### config.mk
export PLATFORM = sky130hd
export DESIGN_NAME = solver_job_ctrl
export DESIGN_NICKNAME = d
export VERILOG_FILES = /design/src/rtl/solver_job_ctrl.sv
export SDC_FILE = /design/constraint.sdc
export NUM_CORES = 1
export LEC_CHECK = 0
export CAP_MARGIN = 10
export CORE_ASPECT_RATIO = 1.5
export CORE_MARGIN = 2
export CORE_UTILIZATION = 45
export DETAILED_ROUTE_END_ITERATION = 10
export PLACE_DENSITY_LB_ADDON = 0.05
export SLEW_MARGIN = 25
export SYNTH_ARGS = -nofsm -noshare
export SYNTH_HDL_FRONTEND = slang
export SYNTH_SLANG_ARGS = --single-unit
### constraint.sdc
create_clock -name clock -period 8.5 [get_ports clock]
set_clock_uncertainty 0.15 [all_clocks]
set_input_delay 1.7 -clock clock [delete_from_list [all_inputs] [get_ports clock]]
set_output_delay 1.7 -clock clock [all_outputs]
set_load 0.1 [all_outputs]
### src/rtl/solver_job_ctrl.sv
// Job front-end for solver_datapath: loads c limbs, supervises z=z^2+c iterations, returns count/escape.
// Latency: limb write one cycle after its accept; first iter_start after FLUSH_CYCLES idle cycles past the last write.
// Backpressure: job_ready only in IDLE/LOAD; a held result (res_ready=0) freezes the block and blocks new jobs.
module solver_job_ctrl #(
  parameter int LIMB_INDEX_BITS = 6,
  parameter int LIMB_SIZE_BITS  = 8,
  parameter int NUM_LIMBS       = 3,
  parameter int ITER_BITS       = 16,
  parameter int FLUSH_CYCLES    = 5
) (
  input  logic                       clock,
  input  logic                       reset,
  input  logic                       job_valid,
  output logic                       job_ready,
  input  logic [LIMB_SIZE_BITS-1:0]  job_cre_limb,
  input  logic [LIMB_SIZE_BITS-1:0]  job_cim_limb,
  input  logic                       job_last,
  input  logic [ITER_BITS-1:0]       job_max_iter,
  output logic [LIMB_SIZE_BITS-1:0]  C_cre_limb,
  output logic [LIMB_SIZE_BITS-1:0]  C_cim_limb,
  output logic [LIMB_INDEX_BITS-1:0] C_limb_ind,
  output logic                       C_cre_wr_en,
  output logic                       C_cim_wr_en,
  output logic                       iter_start,
  output logic                       iter_first,
  input  logic                       iter_done,
  input  logic                       W_diverged,
  output logic                       res_valid,
  input  logic                       res_ready,
  output logic [ITER_BITS-1:0]       res_iter,
  output logic                       res_diverged,
  output logic                       busy
);

  localparam int FLUSH_W = (FLUSH_CYCLES < 1) ? 1 : $clog2(FLUSH_CYCLES + 1);
  localparam logic [LIMB_INDEX_BITS-1:0] LAST_IDX   = LIMB_INDEX_BITS'(NUM_LIMBS - 1);
  localparam logic [FLUSH_W-1:0]         FLUSH_LAST = FLUSH_W'(FLUSH_CYCLES);

  typedef enum logic [2:0] {
    S_IDLE, S_LOAD, S_FILL, S_FLUSH, S_ISSUE, S_WAIT, S_RESULT
  } state_t;

  state_t                     r_state, w_state_nxt;
  logic [LIMB_INDEX_BITS-1:0] r_beat_idx, w_beat_idx_nxt;
  logic [FLUSH_W-1:0]         r_flush_cnt, w_flush_cnt_nxt;
  logic [ITER_BITS-1:0]       r_max_iter, w_max_iter_nxt;
  logic [ITER_BITS-1:0]       r_iter_cnt, w_iter_cnt_nxt;
  logic                       r_job_ready, w_job_ready_nxt;
  logic [LIMB_SIZE_BITS-1:0]  r_c_cre, w_c_cre_nxt;
  logic [LIMB_SIZE_BITS-1:0]  r_c_cim, w_c_cim_nxt;
  logic [LIMB_INDEX_BITS-1:0] r_c_ind, w_c_ind_nxt;
  logic                       r_c_wr_en, w_c_wr_en_nxt;
  logic                       r_iter_start, w_iter_start_nxt;
  logic                       r_iter_first, w_iter_first_nxt;
  logic                       r_res_valid, w_res_valid_nxt;
  logic [ITER_BITS-1:0]       r_res_iter, w_res_iter_nxt;
  logic                       r_res_diverged, w_res_diverged_nxt;
  logic                       r_busy, w_busy_nxt;

  logic                       w_accept;
  logic [LIMB_INDEX_BITS-1:0] w_load_idx;
  logic [ITER_BITS-1:0]       w_cnt_inc;

  assign w_accept  = job_valid && r_job_ready;
  assign w_cnt_inc = r_iter_cnt + 1'b1;

  // State and every output register; reset aborts any job immediately.
  always_ff @(posedge clock or negedge reset) begin
    if (!reset) begin
      r_state        <= S_IDLE;
      r_beat_idx     <= '0;
      r_flush_cnt    <= '0;
      r_max_iter     <= '0;
      r_iter_cnt     <= '0;
      r_job_ready    <= 1'b0;
      r_c_cre        <= '0;
      r_c_cim        <= '0;
      r_c_ind        <= '0;
      r_c_wr_en      <= 1'b0;
      r_iter_start   <= 1'b0;
      r_iter_first   <= 1'b0;
      r_res_valid    <= 1'b0;
      r_res_iter     <= '0;
      r_res_diverged <= 1'b0;
      r_busy         <= 1'b0;
    end else begin
      r_state        <= w_state_nxt;
      r_beat_idx     <= w_beat_idx_nxt;
      r_flush_cnt    <= w_flush_cnt_nxt;
      r_max_iter     <= w_max_iter_nxt;
      r_iter_cnt     <= w_iter_cnt_nxt;
      r_job_ready    <= w_job_ready_nxt;
      r_c_cre        <= w_c_cre_nxt;
      r_c_cim        <= w_c_cim_nxt;
      r_c_ind        <= w_c_ind_nxt;
      r_c_wr_en      <= w_c_wr_en_nxt;
      r_iter_start   <= w_iter_start_nxt;
      r_iter_first   <= w_iter_first_nxt;
      r_res_valid    <= w_res_valid_nxt;
      r_res_iter     <= w_res_iter_nxt;
      r_res_diverged <= w_res_diverged_nxt;
      r_busy         <= w_busy_nxt;
    end
  end

  // Next state plus next output values; pulses default low, everything else holds.
  always_comb begin
    w_state_nxt        = r_state;
    w_beat_idx_nxt     = r_beat_idx;
    w_flush_cnt_nxt    = r_flush_cnt;
    w_max_iter_nxt     = r_max_iter;
    w_iter_cnt_nxt     = r_iter_cnt;
    w_c_cre_nxt        = r_c_cre;
    w_c_cim_nxt        = r_c_cim;
    w_c_ind_nxt        = r_c_ind;
    w_c_wr_en_nxt      = 1'b0;
    w_iter_start_nxt   = 1'b0;
    w_iter_first_nxt   = 1'b0;
    w_res_valid_nxt    = r_res_valid;
    w_res_iter_nxt     = r_res_iter;
    w_res_diverged_nxt = r_res_diverged;
    w_load_idx         = (r_state == S_IDLE) ? '0 : r_beat_idx;

    case (r_state)
      S_IDLE, S_LOAD: begin
        if (w_accept) begin
          if (r_state == S_IDLE) begin
            w_max_iter_nxt = job_max_iter;
            w_iter_cnt_nxt = '0;
          end
          w_c_cre_nxt   = job_cre_limb;
          w_c_cim_nxt   = job_cim_limb;
          w_c_ind_nxt   = w_load_idx;
          w_c_wr_en_nxt = 1'b1;
          // The top index always terminates; job_last past it cannot matter.
          if (w_load_idx == LAST_IDX) begin
            w_state_nxt     = S_FLUSH;
            w_flush_cnt_nxt = '0;
          end else if (job_last) begin
            w_state_nxt    = S_FILL;
            w_beat_idx_nxt = w_load_idx + 1'b1;
          end else begin
            w_state_nxt    = S_LOAD;
            w_beat_idx_nxt = w_load_idx + 1'b1;
          end
        end
      end
      S_FILL: begin
        // Zero the low-order limbs a short job did not supply.
        w_c_cre_nxt   = '0;
        w_c_cim_nxt   = '0;
        w_c_ind_nxt   = r_beat_idx;
        w_c_wr_en_nxt = 1'b1;
        if (r_beat_idx == LAST_IDX) begin
          w_state_nxt     = S_FLUSH;
          w_flush_cnt_nxt = '0;
        end else begin
          w_beat_idx_nxt = r_beat_idx + 1'b1;
        end
      end
      S_FLUSH: begin
        // Count 0 is the last-write cycle itself, so FLUSH_CYCLES idle cycles follow it.
        if (r_flush_cnt == FLUSH_LAST) begin
          if (r_max_iter == '0) begin
            w_state_nxt        = S_RESULT;
            w_res_valid_nxt    = 1'b1;
            w_res_iter_nxt     = r_iter_cnt;
            w_res_diverged_nxt = 1'b0;
          end else begin
            w_state_nxt      = S_ISSUE;
            w_iter_start_nxt = 1'b1;
            w_iter_first_nxt = (r_iter_cnt == '0);
          end
        end else begin
          w_flush_cnt_nxt = r_flush_cnt + 1'b1;
        end
      end
      S_ISSUE: begin
        w_state_nxt = S_WAIT;
      end
      S_WAIT: begin
        if (iter_done) begin
          w_iter_cnt_nxt = w_cnt_inc;
          if (W_diverged || (w_cnt_inc == r_max_iter)) begin
            w_state_nxt        = S_RESULT;
            w_res_valid_nxt    = 1'b1;
            w_res_iter_nxt     = w_cnt_inc;
            w_res_diverged_nxt = W_diverged;
          end else begin
            w_state_nxt      = S_ISSUE;
            w_iter_start_nxt = 1'b1;
            w_iter_first_nxt = 1'b0;
          end
        end
      end
      S_RESULT: begin
        if (res_ready) begin
          w_state_nxt     = S_IDLE;
          w_res_valid_nxt = 1'b0;
        end
      end
      default: begin
        w_state_nxt = S_IDLE;
      end
    endcase

    w_job_ready_nxt = (w_state_nxt == S_IDLE) || (w_state_nxt == S_LOAD);
    w_busy_nxt      = (w_state_nxt != S_IDLE);
  end

  assign job_ready    = r_job_ready;
  assign C_cre_limb   = r_c_cre;
  assign C_cim_limb   = r_c_cim;
  assign C_limb_ind   = r_c_ind;
  assign C_cre_wr_en  = r_c_wr_en;
  assign C_cim_wr_en  = r_c_wr_en;
  assign iter_start   = r_iter_start;
  assign iter_first   = r_iter_first;
  assign res_valid    = r_res_valid;
  assign res_iter     = r_res_iter;
  assign res_diverged = r_res_diverged;
  assign busy         = r_busy;

endmodule

* Word-level counts from Yosys, hierarchy flattened
Cells that the tools add are included.
** Storage, ports and cells
- Bits of input ports :: 39
- Word-level logic and storage cells :: 120
- Output and inout bits :: 46
- RAM bits :: 0
- Memory bits (read-only) :: 0
- Flip-flop bits (word level) :: 89
- Memories :: 0
- Latch bits :: 0
** Operators by class
- Shifts and indexed selects :: 0
- Order comparisons :: 0
- Multiply operators :: 0
- Div/mod/pow operators :: 0
- Muxes and demuxes :: 56
- Add/subtract/negate cells :: 4
- Reduce and logical (&&, ||, !) cells :: 21
- Eq/ne operators :: 23
- Bitwise operators :: 0
** Operators with widths (number)
- two-way mux 16 bit :: 7
- case mux 16 bit (2 select lines) :: 2
- zero test 16 bit :: 2
- case mux 8 bit (2 select lines) :: 2
- two-way mux 6 bit :: 5
- two-way mux 3 bit :: 9
- inequality test 2 bit, second input constant :: 12
- case mux 6 bit (2 select lines) :: 2
- case mux 3 bit (6 select lines) :: 1
- two-way mux 1 bit :: 17
- adder 16 x 1 -> 16 bit, second input constant :: 1
- equality test 16 bit :: 1
- two-way mux 8 bit :: 2
- adder 6 x 1 -> 6 bit, second input constant :: 2
- equality test 3 bit, second input constant :: 4
- equality test 6 x 2 -> 1 bit, second input constant :: 2
- AND reduction 5 bit :: 2
- case mux 3 bit (3 select lines) :: 1
- nonzero test 3 bit :: 3
- two-way mux 2 bit :: 4
- AND reduction 4 bit :: 2
- equality test 3 x 1 -> 1 bit, second input constant :: 2
- equality test 3 x 2 -> 1 bit, second input constant :: 2
- zero test 3 bit :: 2
- 10 further kinds :: 15

* Depth between registers and ports, before layout
Gate-level depths: netlist of run 1.
- Word-level depth :: 8
- Mapped depth :: 11
- Gate-level depth less buffers :: 9

* Worst setup path after synthesis of run 1
No wires, ideal clock.
- Path kind :: input to register
- Start point :: input port job_valid
- End point :: register r_max_iter[10]
- Setup slack :: 4.843 ns
- Cell stages on the path :: 6
- Library setup time :: 0.125 ns
- Buffers on the path :: 2
- Data required time :: 8.225 ns
- Arrival :: 3.382 ns
- Cell sequence :: nand2_1 -> or3_1 -> clkbuf_1 -> nor2_1 -> clkbuf_1 -> mux2_2
** On the way
- Longest elaborated chain between the ends :: 2
** Ends and longest elaborated chain
- start: declaration :: line 13 : input logic job_valid,
- logical AND 1 bit :: line 64 : assign w_accept = job_valid && r_job_ready;
- AND reduction 3 bit (no line)
- end signal: assignment :: line 90 : r_max_iter <= w_max_iter_nxt;
- end: declaration :: line 46 : logic [ITER_BITS-1:0] r_max_iter, w_max_iter_nxt;
Every way passes these cells.
A chain may end at the register's enable or synchronous reset.

* Final worst setup path of run 1
- Start point :: input port iter_done
- End point :: register r_res_iter[1] (netlist: res_iter[1])
** On the way
- Longest elaborated chain between the ends :: 2
** Ends and longest elaborated chain
- start: declaration :: line 26 : input logic iter_done,
- inequality test 2 bit (no line)
- AND reduction 5 bit (no line)
- end signal: assignment :: line 100 : r_res_iter <= w_res_iter_nxt;
- end: declaration :: line 56 : logic [ITER_BITS-1:0] r_res_iter, w_res_iter_nxt;
Every way passes these cells.

==> summary.txt, run 1 <==
CTS
  – Clk root buf: clkbuf_16
  – Clock Latency Late Sink: 350 ps
  – CTS Hold Bufs: 0
  – Post-CTS setup buffers: 0
  – Reg clk slew, reported paths: 60 ps
  – Max H-tree Level: 3
  – Worst-case clock buffer depth: 2
  – Post-CTS Resized: 0
  – TritonCTS clock tree: yes
  – CTS buffer count: 9
  – TritonCTS sink count: 89

Pwr
  – Final Total Pwr: 2050 µW
  – P_leak: 0.00258 µW
  – Max IR drop VDD: 238 µV
  – Pwr dens: 332 nW/µm²

Placed design
  – IO buf count: 84
  – Pre-CTS setup slack: 4030 ps
  – Area post-placement: 5860 µm²
  – Post-DP HPWL: 9.09 mm
  – GP Congestion: 0.834

Run status
  – Status: finished clean

Finish
  – N_diodes: 0
  – P&R area growth vs syn: 23.4%
  – Most frequent cells in the layout: nand2_1, dfrtp_1, clkdlybuf4s50_1, nand3_1, a21oi_1
  – Area of the multi-input gates: 2560 µm²
  – Fin nets: 673
  – Final instance area: 6180 µm²
  – Share of post-route cells with drive strength above 1: 8.21%
  – Sequential cell area: 2230 µm²
  – Commonest non-fill, non-tap cell in the layout: nand2_1
  – Fillers: 1,052

Synth
  – Cell variety after synth: 52
  – Seq/Total Area, Yosys: 44.4%
  – Mapped Nets: 619
  – Ys Warns: 0
  – #FFs+latches synth: 89
  – Top-area cell type share of the netlist area: 44.4%
  – Async S/R FF share, synth: 100%
  – Cells after Synth: 574
  – Cell taking the most area after synthesis: dfrtp_1
  – Prevailing post-synth register cell: dfrtp_1
  – Most area-consuming cells after synthesis: dfrtp_1, nand2_1, mux2_2
  – Synth Cell Area: 5010 µm²
  – EDFF count, synth: 0
  – Mean Syn Cell Area: 8.73 µm²

Job
  – Max Cap Viol: 0

Floorplanning
  – Core ar.: 10,900 µm²
  – Top Ports: 85
  – Die area: 12,000 µm²
  – Die width: 90.2 µm
  – Initial core utilization: 45.8%
  – Standard-cell rows: 47
  – Die H: 133 µm

STA
  – Crit share post-route: 47.0%
  – Max Fclk: 0.250 GHz
  – Fin crit period: 3990 ps
  – TNS Setup: 0 ps
  – Worst Tran Pin Value: 996 ps
  – Slew Viols, Final: 0
  – Fin worst setup slack: 4510 ps
  – Final hold vios: 0
  – Slew headroom: 33.4%
  – RSZ-0062 raised after global routing: false
  – Finish-stage setup viols: 0
  – Worst hold slack: 336 ps

Route
  – Routed Antenna Nets: 0
  – Vias: 4,429
  – Pre-antenna DRT Iters: 5
  – Drt initial violations: 277
  – DR WL/cell: 16.9 µm
  – DRC viols: 0
  – Vias per cell: 5.68
  – Total wire length: 13.2 mm

Global route
  – GRT Resource Usage Total: 22.2%
  – First-pass GRT wire length: 21.6 mm
  – Vias in the first global route: 4,457
  – Largest net degree at the start of global routing: 55
  – Initial antenna violation count: 0
  – GR Overflow Total: 0

Min path
  – Hold/Removal Path Class: register to register

Critical path
  – Critical Path RT: 8610 ps
  – Crit end category: register
  – WP data arrival: 4100 ps
  – CP startpoint kind: primary input
  – Critical path class: primary input to register
  – CP Max Fanout: 16
-- worst max-delay path, stage by stage --
cell and delay (ps):
clkdlybuf4s50_1 530, and2_0 740, nand2_1 580, a221o_1 480
o221ai_1 70
-- state kept, by name, indices dropped and copies added, names as in the netlist --
name          flops
res_diverged      1
r_flush_cnt       3
job_ready         1
r_state           3
iter_start        1
C_cim_limb        8
iter_first        1
r_iter_cnt       16
C_limb_ind        6
C_cim_wr_en       1
busy              1
res_valid         1
r_max_iter       16
r_beat_idx        6
res_iter         16
C_cre_limb        8
-- report_power, final --
group	internal [µW]	switching, µW	total [µW]
Combinational	291	678	969
Clock	252	168	420
Sequential	541	122	663
Total	1080	967	2050
-- logic make-up after synthesis --
kind of cell    Yosys count  synth area share (%)
buf+inv                  54                  4.64
flops                    89                  44.4
mux                      21                  4.64
compound gates          109                  13.0
xor+xnor                 33                  5.77
fa+ha+maj                 6                  1.50
simple gates            262                  26.0
-- metrics by stage --
step                      cells  util (%)
after global routing        780      56.5
after CTS                   780      56.5
after global placement      764      53.6
after floorplan             574         -
after detailed placement    764      53.6
final                       780      56.5
-- cell type report --
type                            count  area share (%)
Clock buffer                       12            4.31
Clock inverter                      4           0.789
Inverter                           10           0.607
Multi-Input combinational cell    431            41.4
Sequential cell                    89            36.0
Tap cell                          147            2.98
Timing Repair Buffer               87            13.9
-- worst paths after layout --
check                                    from              to  slack, ps  cells past startpoint
worst max register to register  r_iter_cnt[4]     res_iter[1]       4790                      7
worst max-delay path                iter_done     res_iter[1]       4510                      5
worst min-delay path            C_limb_ind[0]   C_limb_ind[0]        340                      2
max in group asynchronous               reset   C_cre_limb[1]       5940                      2
worst min register to register  C_limb_ind[0]   C_limb_ind[0]        340                      2
min in group asynchronous               reset  r_max_iter[12]       1160                      1
-- Yosys cell counts, types with 9 or more instances --
library cell  count
clkbuf_1         30
o31ai_1           9
xor2_1           14
nor3_1           15
a31oi_1          15
nand3_1          37
mux2_2           18
nor2_1           37
xnor2_1          19
nor4_1            9
o21ai_0          30
dfrtp_1          89
nand4_1          19
a21oi_1          36
nand2_1          90
or3_1            20
inv_1             9
-- layer usage --
layer / vias up / track usage (%) / part of all wire, %
met1: 2188 / 25.0 / 40
li1: 2127 / - / -
met3: 21 / 2.88 / 2.9
met5: - / 0 / 0
met4: 0 / 9.23 / 2.3
met2: 93 / 41.8 / 55
Note: power is estimated with default switching activity, not from simulation.
==> inputs of run 2 (changes only) <==
clock period = 3.45 ns   (was 8.5 ns; I/O delays follow)
==> run 2 against run 1 <==
Net effect: count of clock-buffer cells in the layout is 1 higher; sequential power rose by 140%; routed wire length rose by 0.47%; non-clock buffer count is 13 higher; sequential share of layout area rose by 0.15 points; largest power group unchanged.
==> summary.txt, run 2 (synthesis gave the netlist of run 1 again) <==
Floorplanning
  – Die area: 12,000 µm²
  – Core ar.: 10,900 µm²
  – Top Ports: 85
  – Initial core utilization: 45.8%
  – Die width: 90.2 µm
  – Die H: 133 µm
  – Standard-cell rows: 47

Route
  – Vias per cell: 5.67
  – Drt initial violations: 274
  – Vias: 4,493
  – Routed Antenna Nets: 0
  – DR WL/cell: 16.8 µm
  – Total wire length: 13.3 mm
  – Pre-antenna DRT Iters: 4
  – DRC viols: 0

Finish
  – Fillers: 1,026
  – Fin nets: 686
  – N_diodes: 0
  – Commonest non-fill, non-tap cell in the layout: nand2_1
  – Util after Layout: 56.3%
  – Share of post-route cells with drive strength above 1: 16.1%
  – P&R area growth vs syn: 22.9%
  – Most frequent cells in the layout: nand2_1, dfrtp_1, buf_4

STA
  – RSZ-0062 raised after global routing: false
  – TNS Setup: 0 ps
  – Max Fclk: 0.317 GHz
  – Slew Viols, Final: 0
  – Final hold vios: 0
  – Fin crit period: 3150 ps
  – Crit share post-route: 91.4%
  – Slew headroom: 52.4%
  – Worst hold slack: 176 ps
  – Finish-stage setup viols: 0
  – Worst Tran Pin Value: 711 ps

Critical path
  – CP Max Fanout: 32
  – Crit end category: register
  – Crit path launch: r_iter_cnt[4]
  – WP data arrival: 3290 ps
  – Critical path class: register to register
  – FF-to-FF Start: r_iter_cnt[4]
  – Reg2Reg Depth: 8
  – Crit path to: res_iter[10]
  – Worst r2r dst: res_iter[10]
  – R2r setup slk: 300 ps
  – CP startpoint kind: register
  – Critical Path RT: 3580 ps

Pwr
  – Logic pwr share: 48.0%
  – Final Total Pwr: 4990 µW
  – Max IR drop VDD: 589 µV
  – Pwr dens: 811 nW/µm²
  – Sw Ratio: 47.8%
  – Sw power: 2390 µW
  – Seq pwr share: 32.4%
  – P_leak: 0.00272 µW
  – Internal: 2610 µW
  – Clk pwr share: 19.6%

Global route
  – GRT Resource Usage Total: 22.7%
  – First-pass GRT wire length: 21.9 mm
  – Largest net degree at the start of global routing: 52
  – GR Overflow Total: 0
  – Initial antenna violation count: 0
  – Vias in the first global route: 4,397

CTS
  – Clock Latency Late Sink: 340 ps
  – Max H-tree Level: 3
  – Post-CTS Resized: 0
  – Worst-case clock buffer depth: 2
  – CTS Hold Bufs: 0
  – Post-CTS setup buffers: 0
  – CTS buffer count: 9
  – TritonCTS sink count: 89
  – Clk root buf: clkbuf_16
  – TritonCTS clock tree: yes
  – Reg clk slew, reported paths: 70 ps

Job
  – Max Cap Viol: 0

Placed design
  – IO buf count: 84
  – GP Congestion: 0.932
  – Post-DP HPWL: 9.45 mm

Run status
  – Status: finished clean

Min path
  – Hold/Removal Path Class: primary input to async pin
==> run 2: how the worst min path moves through the flow <==
| stage | startpoint | endpoint | cells past startpoint |
|---|---|---|---|
| 2_1_floorplan | reset | C_cim_limb[0] | 0 |
| 3_3_place_gp | C_limb_ind[3] | C_limb_ind[3] | 2 |
| 3_5_place_dp | C_limb_ind[0] | C_limb_ind[0] | 2 |
| 4_1_cts | reset | r_max_iter[12] | 1 |
| 5_1_grt | reset | r_max_iter[12] | 1 |
| 6_report | reset | r_max_iter[12] | 1 |
==> run 2: worst max-delay path, stage by stage (launching register included) <==
cell	delay, ps
dfrtp_1	530
nand4_4	130
or3_4	440
or3_1	400
or3_1	320
a2111o_1	440
buf_4	240
or3_1	380
nand3_1	70
==> run 2: layout make-up <==
type	instances	area (µm²)	share of cell area, %
multi-input combinational	431	2550	41.4
sequential	89	2230	36.2
timing repair buffer	100	868	14.1
clock buffer	13	250	4.06
tap	147	184	2.99
clock inverter	2	38.8	0.630
inverter	10	37.5	0.610
==> run 2: power groups by stage <==
| stage | clock [µW] | sequential, µW | combinational (µW) |
|---|---|---|---|
| floorplan | 0 | 2460 | 990 |
| global placement | 0 | 1630 | 2380 |
| detailed placement | 0 | 1630 | 2410 |
| CTS | 997 | 1620 | 2420 |
| global route | 1030 | 1660 | 2580 |
| finish | 978 | 1620 | 2400 |
==> run 2: layer usage <==
layer	vias up	track usage, %	part of all wire (%)
li1	2156	-	-
met5	-	0	0
met3	25	3.45	3.2
met2	107	42.0	54
met1	2205	25.2	40
met4	0	10.8	3.1
==> run 2: stage by stage <==
step	instance area, µm²	cells	setup slack, ps
finish	6160	792	296
global route	6160	792	138
CTS	6160	792	294
detailed placement	5870	777	314
global placement	5870	777	354
floorplan	5010	574	473
